$ cat config.mk
export PLATFORM = sky130hd
export DESIGN_NAME = fft_input_ctrl
export DESIGN_NICKNAME = d
export VERILOG_FILES = /design/src/rtl/fft_pkg.sv /design/src/rtl/fft_sample_fifo.sv /design/src/rtl/fft_input_ctrl.sv
export SDC_FILE = /design/constraint.sdc
export NUM_CORES = 1
export LEC_CHECK = 0
export ABC_AREA = 1
export CORE_MARGIN = 4
export CORE_UTILIZATION = 42
export DETAILED_ROUTE_END_ITERATION = 10
export GPL_ROUTABILITY_DRIVEN = 1
export MAX_ROUTING_LAYER = met4
export PLACE_DENSITY_LB_ADDON = 0.08
export RECOVER_POWER = 100
export SETUP_SLACK_MARGIN = 0.4
export SYNTH_ARGS = -nofsm -noshare
export SYNTH_HDL_FRONTEND = slang
export SYNTH_SLANG_ARGS = --single-unit
$ cat constraint.sdc
create_clock -name i_clk -period 2.52 [get_ports i_clk]
set_input_delay 0.504 -clock i_clk [delete_from_list [all_inputs] [get_ports i_clk]]
set_output_delay 0.504 -clock i_clk [all_outputs]
set_load 0.05 [all_outputs]
$ cat src/rtl/fft_pkg.sv
// Shared definitions for the FFT ingress path: sample layout, framing states,
// and the width of the completed-frame counter.
package fft_pkg;

    localparam int DATA_W      = 32;
    localparam int FRAME_CNT_W = 16;

    // Complex sample layout: {imag, real}, both two's complement.
    localparam int RE_LSB = 0;
    localparam int RE_MSB = 15;
    localparam int IM_LSB = 16;
    localparam int IM_MSB = 31;

    typedef enum logic {
        STREAM = 1'b0,
        PAD    = 1'b1
    } state_t;

    function automatic logic signed [RE_MSB-RE_LSB:0] sample_re(input logic [DATA_W-1:0] s);
        return s[RE_MSB:RE_LSB];
    endfunction

    function automatic logic signed [IM_MSB-IM_LSB:0] sample_im(input logic [DATA_W-1:0] s);
        return s[IM_MSB:IM_LSB];
    endfunction

endpackage

$ cat src/rtl/fft_sample_fifo.sv
// Synchronous first-word-fall-through sample FIFO; the head entry is visible on
// rd_data whenever empty is low. Storage is not reset, only pointers and count.
module fft_sample_fifo import fft_pkg::*; #(
    parameter int DATA_W     = fft_pkg::DATA_W,
    parameter int FIFO_DEPTH = 16
) (
    input  logic                          clk,
    input  logic                          rst_n,
    input  logic                          push,
    input  logic [DATA_W-1:0]             wr_data,
    input  logic                          pop,
    output logic [DATA_W-1:0]             rd_data,
    output logic                          full,
    output logic                          empty,
    output logic [$clog2(FIFO_DEPTH):0]   level
);

    localparam int AW = $clog2(FIFO_DEPTH);
    localparam logic [AW:0] DEPTH_L = (AW+1)'(FIFO_DEPTH);

    logic [DATA_W-1:0] mem [FIFO_DEPTH];
    logic [AW-1:0]     wr_ptr;
    logic [AW-1:0]     rd_ptr;
    logic [AW:0]       count;
    logic              push_ok;
    logic              pop_ok;

    assign full    = (count == DEPTH_L);
    assign empty   = (count == '0);
    assign level   = count;
    assign rd_data = mem[rd_ptr];

    // Guard locally so a misbehaving caller cannot corrupt the pointers.
    assign push_ok = push && !full;
    assign pop_ok  = pop && !empty;

    always_ff @(posedge clk) begin
        if (!rst_n) begin
            wr_ptr <= '0;
            rd_ptr <= '0;
            count  <= '0;
        end else begin
            if (push_ok) wr_ptr <= wr_ptr + 1'b1;
            if (pop_ok)  rd_ptr <= rd_ptr + 1'b1;
            case ({push_ok, pop_ok})
                2'b10:   count <= count + 1'b1;
                2'b01:   count <= count - 1'b1;
                default: count <= count;
            endcase
        end
    end

    always_ff @(posedge clk) begin
        if (push_ok) mem[wr_ptr] <= wr_data;
    end

endmodule

$ cat src/rtl/fft_input_ctrl.sv
// Ingress framer: buffers host samples and hands them to the FFT core in frames
// of FRAME_LEN with a last marker, zero-padding a partial frame on flush.
module fft_input_ctrl import fft_pkg::*; #(
    parameter int FRAME_LEN  = 64,
    parameter int FIFO_DEPTH = 16,
    parameter int DATA_W     = fft_pkg::DATA_W
) (
    input  logic                          i_clk,
    input  logic                          i_rst_n,
    input  logic [DATA_W-1:0]             i_data,
    input  logic                          i_data_valid,
    output logic                          o_data_ready,
    input  logic                          i_flush,
    output logic [DATA_W-1:0]             o_data,
    output logic                          o_data_valid,
    output logic                          o_data_last,
    input  logic                          i_data_ready,
    output logic [FRAME_CNT_W-1:0]        o_frame_cnt,
    output logic [$clog2(FIFO_DEPTH):0]   o_level,
    output logic                          o_busy
);

    localparam int IDX_W = $clog2(FRAME_LEN);
    localparam logic [IDX_W-1:0] IDX_LAST = IDX_W'(FRAME_LEN - 1);

    state_t                   state;
    state_t                   state_nxt;
    logic [IDX_W-1:0]         idx;
    logic                     flush_pend;
    logic                     flush_nxt;
    logic [FRAME_CNT_W-1:0]   frame_cnt;
    logic                     rdy_en;

    logic                     push;
    logic                     pop;
    logic                     xfer;
    logic                     last;
    logic                     full;
    logic                     empty;
    logic [DATA_W-1:0]        head;

    fft_sample_fifo #(
        .DATA_W     (DATA_W),
        .FIFO_DEPTH (FIFO_DEPTH)
    ) u_fifo (
        .clk     (i_clk),
        .rst_n   (i_rst_n),
        .push    (push),
        .wr_data (i_data),
        .pop     (pop),
        .rd_data (head),
        .full    (full),
        .empty   (empty),
        .level   (o_level)
    );

    // Ready depends only on registered state, never on the downstream ready.
    assign o_data_ready = rdy_en && !full;
    assign push         = i_data_valid && o_data_ready;
    assign last         = (idx == IDX_LAST);
    assign pop          = (state == STREAM) && !empty && i_data_ready;
    assign xfer         = o_data_valid && i_data_ready;

    assign o_data_valid = (state == PAD) ? 1'b1 : !empty;
    assign o_data       = (state == STREAM && !empty) ? head : '0;
    assign o_data_last  = last && o_data_valid;
    assign o_frame_cnt  = frame_cnt;
    assign o_busy       = !empty || (idx != '0) || (state == PAD);

    always_ff @(posedge i_clk) begin
        if (!i_rst_n) begin
            state      <= STREAM;
            flush_pend <= 1'b0;
            idx        <= '0;
            frame_cnt  <= '0;
            rdy_en     <= 1'b0;
        end else begin
            state      <= state_nxt;
            flush_pend <= flush_nxt;
            rdy_en     <= 1'b1;
            if (xfer) begin
                idx <= last ? '0 : idx + 1'b1;
                if (last) frame_cnt <= frame_cnt + 1'b1;
            end
        end
    end

    // Padding begins only once the FIFO has drained; a flush landing on a
    // frame boundary is simply dropped.
    always_comb begin
        state_nxt = state;
        flush_nxt = flush_pend;
        case (state)
            STREAM: begin
                if (i_flush) flush_nxt = 1'b1;
                if (flush_pend && empty) begin
                    if (idx != '0) state_nxt = PAD;
                    else           flush_nxt = 1'b0;
                end
            end
            PAD: begin
                if (xfer && last) begin
                    state_nxt = STREAM;
                    flush_nxt = 1'b0;
                end
            end
            default: state_nxt = STREAM;
        endcase
    end

endmodule

==> metrics.txt <==
setup violators final=34; hold path cells=2; worst slack, placed=0.147 ns; asr flop ratio synth=0%; syn avg cell area=13.3 um^2; Seq/Total Area, Yosys=70.4%; drt first-iter violations=858; CTS tree=built; Endpoint, Worst Hold=state; Hold Path Class=register to register; biggest area consumer among synthesized cells=edfxtp_1; drt via density=5.24; Register Area=16200 um^2; met2 GRT Util=31.4%; Clock power frac=26.5%; Post-synth EDFFs=512; Ys Warns=0; Reg power frac=32.2%; DRT Pass-1 Iters=5; cell area after layout=28300 um^2; leakage dissipation=9.91 nW; I/O Pins=94; GRT busiest layer=met2; crit path max fanout=8; area of the multi-input gates=5970 um^2; Core Box Area=54000 um^2; CP max stage cell=dfxtp_4; global-route wire length before repair=84000 um; clk root buf=clkbuf_16; routability cong.=0.807; Buffers on Ports=93; Comb power frac=41.3%; Netlist cell types=44; CTS max path bufs=3; Routed Antenna Nets=0; DR vias=13900; WL final=55300 um; Core Util, Final=52.4%; cells after synthesis=1737; Crit path largest cell delay=0.39 ns; most frequent cells after synthesis=edfxtp_1 (512), o21ai_1 (222), inv_1 (165); Die W=242 um; Site Rows=85; Slew Viols, Final=0; DP HPWL=31100 um; net switching power=0.0112 W; Skew-Pair Late Insertion Delay=0.62 ns; Final Skew=0.0215 ns; Initial Utilization=42.6%; CTS Hold Bufs=0; failing checks=negative setup slack; Synth top area share=66.8%; Clock Pin Slew Worst Setup and Hold Paths=0.06 ns; largest net degree at the start of global routing=52; crit share post-route=117%; Slew @ Worst Pin=1.07 ns; R2R Path End=o_frame_cnt[14]; syn nets=1785; layout cell share with drive strength beyond 1=17.7%; max cap viols=0; DR WL/cell=20.8 um; CP endpoint kind=output pin; Worst Setup Start Kind=register; crit path DAT=2.45 ns; area post-placement=26100 um^2; final worst slack=-0.436 ns; internal power=0.0212 W; unrepaired setup endpoints after global routing=yes; hold_sp=state; CP Cell Sequence=buf_12 > buf_12 > buf_16 > mux2i_1 > o211ai_1 > o21ai_2 > a211oi_4 > buf_12; Largest delay share family, worst path=compound AO/OA/AOI/OAI gates; Final Hold Vio Count=0; sw frac=34.5%; GRT Total Usage=19.0%; reg-to-reg startpoint=idx[0]; flop2flop setup slack=-0.22 ns; Synth area leaders=edfxtp_1 (67%), mux2i_1 (5.6%), o21ai_1 (4.8%); Yosys reg bits=554; M3 GR Usage=2.98%; outcome=complete, but fails checks; vias in the first global route=13800; setup_tns=-10.42 ns; Most common cell on crit path=buf_12; fill count=4637; initial antenna violation count=1; NumNets Final=1957; count leader, synth=edfxtp_1; Max VDD drop=0.763 mV; fmax=338 MHz; Buf/Inv on CP=4; Die H=242 um; CTS Buf Count=60; die area=58600 um^2; power per cell area=1140 nW/um^2; drc violations=0; H-tree Lvls=2; CP Class=register to output pin; GRT Residual Overflow=0; routing usage on met1=25.1%; post-route minimum period=2.96 ns; data required time of the critical path=2.02 ns; relative slew slack=28.8%; cells on worst reg2reg path=11; Syn Std Cell Area=23000 um^2; clock sinks=554; P&R area growth vs syn=23.0%; Main synth FF type=edfxtp_1
-- layout make-up --
cell class / instances / share of cell area (%)
diodes: 1 / 0.00884
well taps: 696 / 3.08
clock inverters: 35 / 1.15
repair buffers: 206 / 9.32
clock buffers: 76 / 5.63
flip-flops and latches: 554 / 57.3
inverters: 180 / 2.42
multi-input cells: 907 / 21.1
-- routing by layer --
layer	vias up	wire, um	share of wire (%)
li1	6643	-	-
met1	6954	24700	45
met2	240	27500	50
met3	73	2130	3.8
met4	0	928	1.7
met5	-	0	0
-- repair_timing --
item | CTS | global route
gates cloned | 6 | 4
hold endpoints to repair | 0 | 0
pin swaps | 12 | 23
buffers inserted | 7 | 20
endpoints found under the setup margin | 57 | 38
gates resized for setup | 97 | 76
-- worst max-delay path by stage --
stage	endpoint	slack, ns	cells after the start
2_1_floorplan	o_data[29]	0.29	10
5_1_grt	o_data[26]	-0.54	9
4_1_cts	o_data[14]	-0.44	9
3_5_place_dp	u_fifo.level[4]	0.15	14
6_report	o_data[27]	-0.44	8
3_3_place_gp	u_fifo.level[4]	0.13	14
-- power by group through the flow --
stage	Combinational [W]	Clock (W)	Sequential, W
after floorplan	0.00806	0	0.0106
after global routing	0.0143	0.00920	0.0104
after CTS	0.0129	0.00882	0.0104
final	0.0134	0.00857	0.0104
after global placement	0.0121	0	0.0106
after detailed placement	0.0122	0	0.0106
-- sequential cells by signal (all words and copies together), names as in the netlist, 4 cells and up, named ones only --
name,flops
u_fifo.mem,512
u_fifo.level,5
o_frame_cnt,16
idx,6
u_fifo.rd_ptr,4
u_fifo.wr_ptr,4
-- through the flow --
step	hold slack (ns)	power [W]	cells
3_5_place_dp	0.452	0.0228	2506
5_1_grt	0.503	0.0340	2655
2_1_floorplan	0.439	0.0187	1737
6_report	0.460	0.0324	2655
4_1_cts	0.460	0.0322	2630
3_3_place_gp	0.447	0.0227	2506
-- layout by cell type (no fill, tap or decap), types with 13 or more instances in the layout --
cell type	count
a211oi_4	32
a21oi_1	136
a21oi_2	19
buf_12	54
buf_4	31
clkbuf_1	23
clkbuf_16	65
clkbuf_4	17
clkinv_1	16
dfxtp_1	37
dlygate4sd2_1	19
dlygate4sd3_1	33
edfxtp_1	512
inv_1	163
inv_2	13
mux2i_1	125
nand2_1	142
nor2_1	63
o211ai_1	32
o21ai_0	40
o21ai_1	222
o21ai_2	13
-- logic make-up (layout without fill, tap and decap cells) --
family,after synthesis,in the layout,share of synthesized area [%]
flip-flops,554,554,70.4
AO/OA/AOI/OAI,505,505,12.5
buffers and inverters,276,497,5.61
AND/OR/NAND/NOR,257,257,5.06
multiplexers,128,128,5.56
adder cells (fa/ha/maj),11,11,0.598
XOR/XNOR,6,6,0.228
other,0,1,0
-- worst reg2reg max path, cell delays in order, from the launching register on --
cell and delay [ns]:
dfxtp_1 0.44, ha_4 0.19, nand3_2 0.08, nor3_1 0.20
inv_2 0.08, buf_4 0.13, nor2_1 0.41, clkinvlp_2 0.49
nor4_2 0.37, nand3_1 0.11, nand2_1 0.08, nor2_1 0.05
No activity file was read; power rests on OpenSTA's default activity.
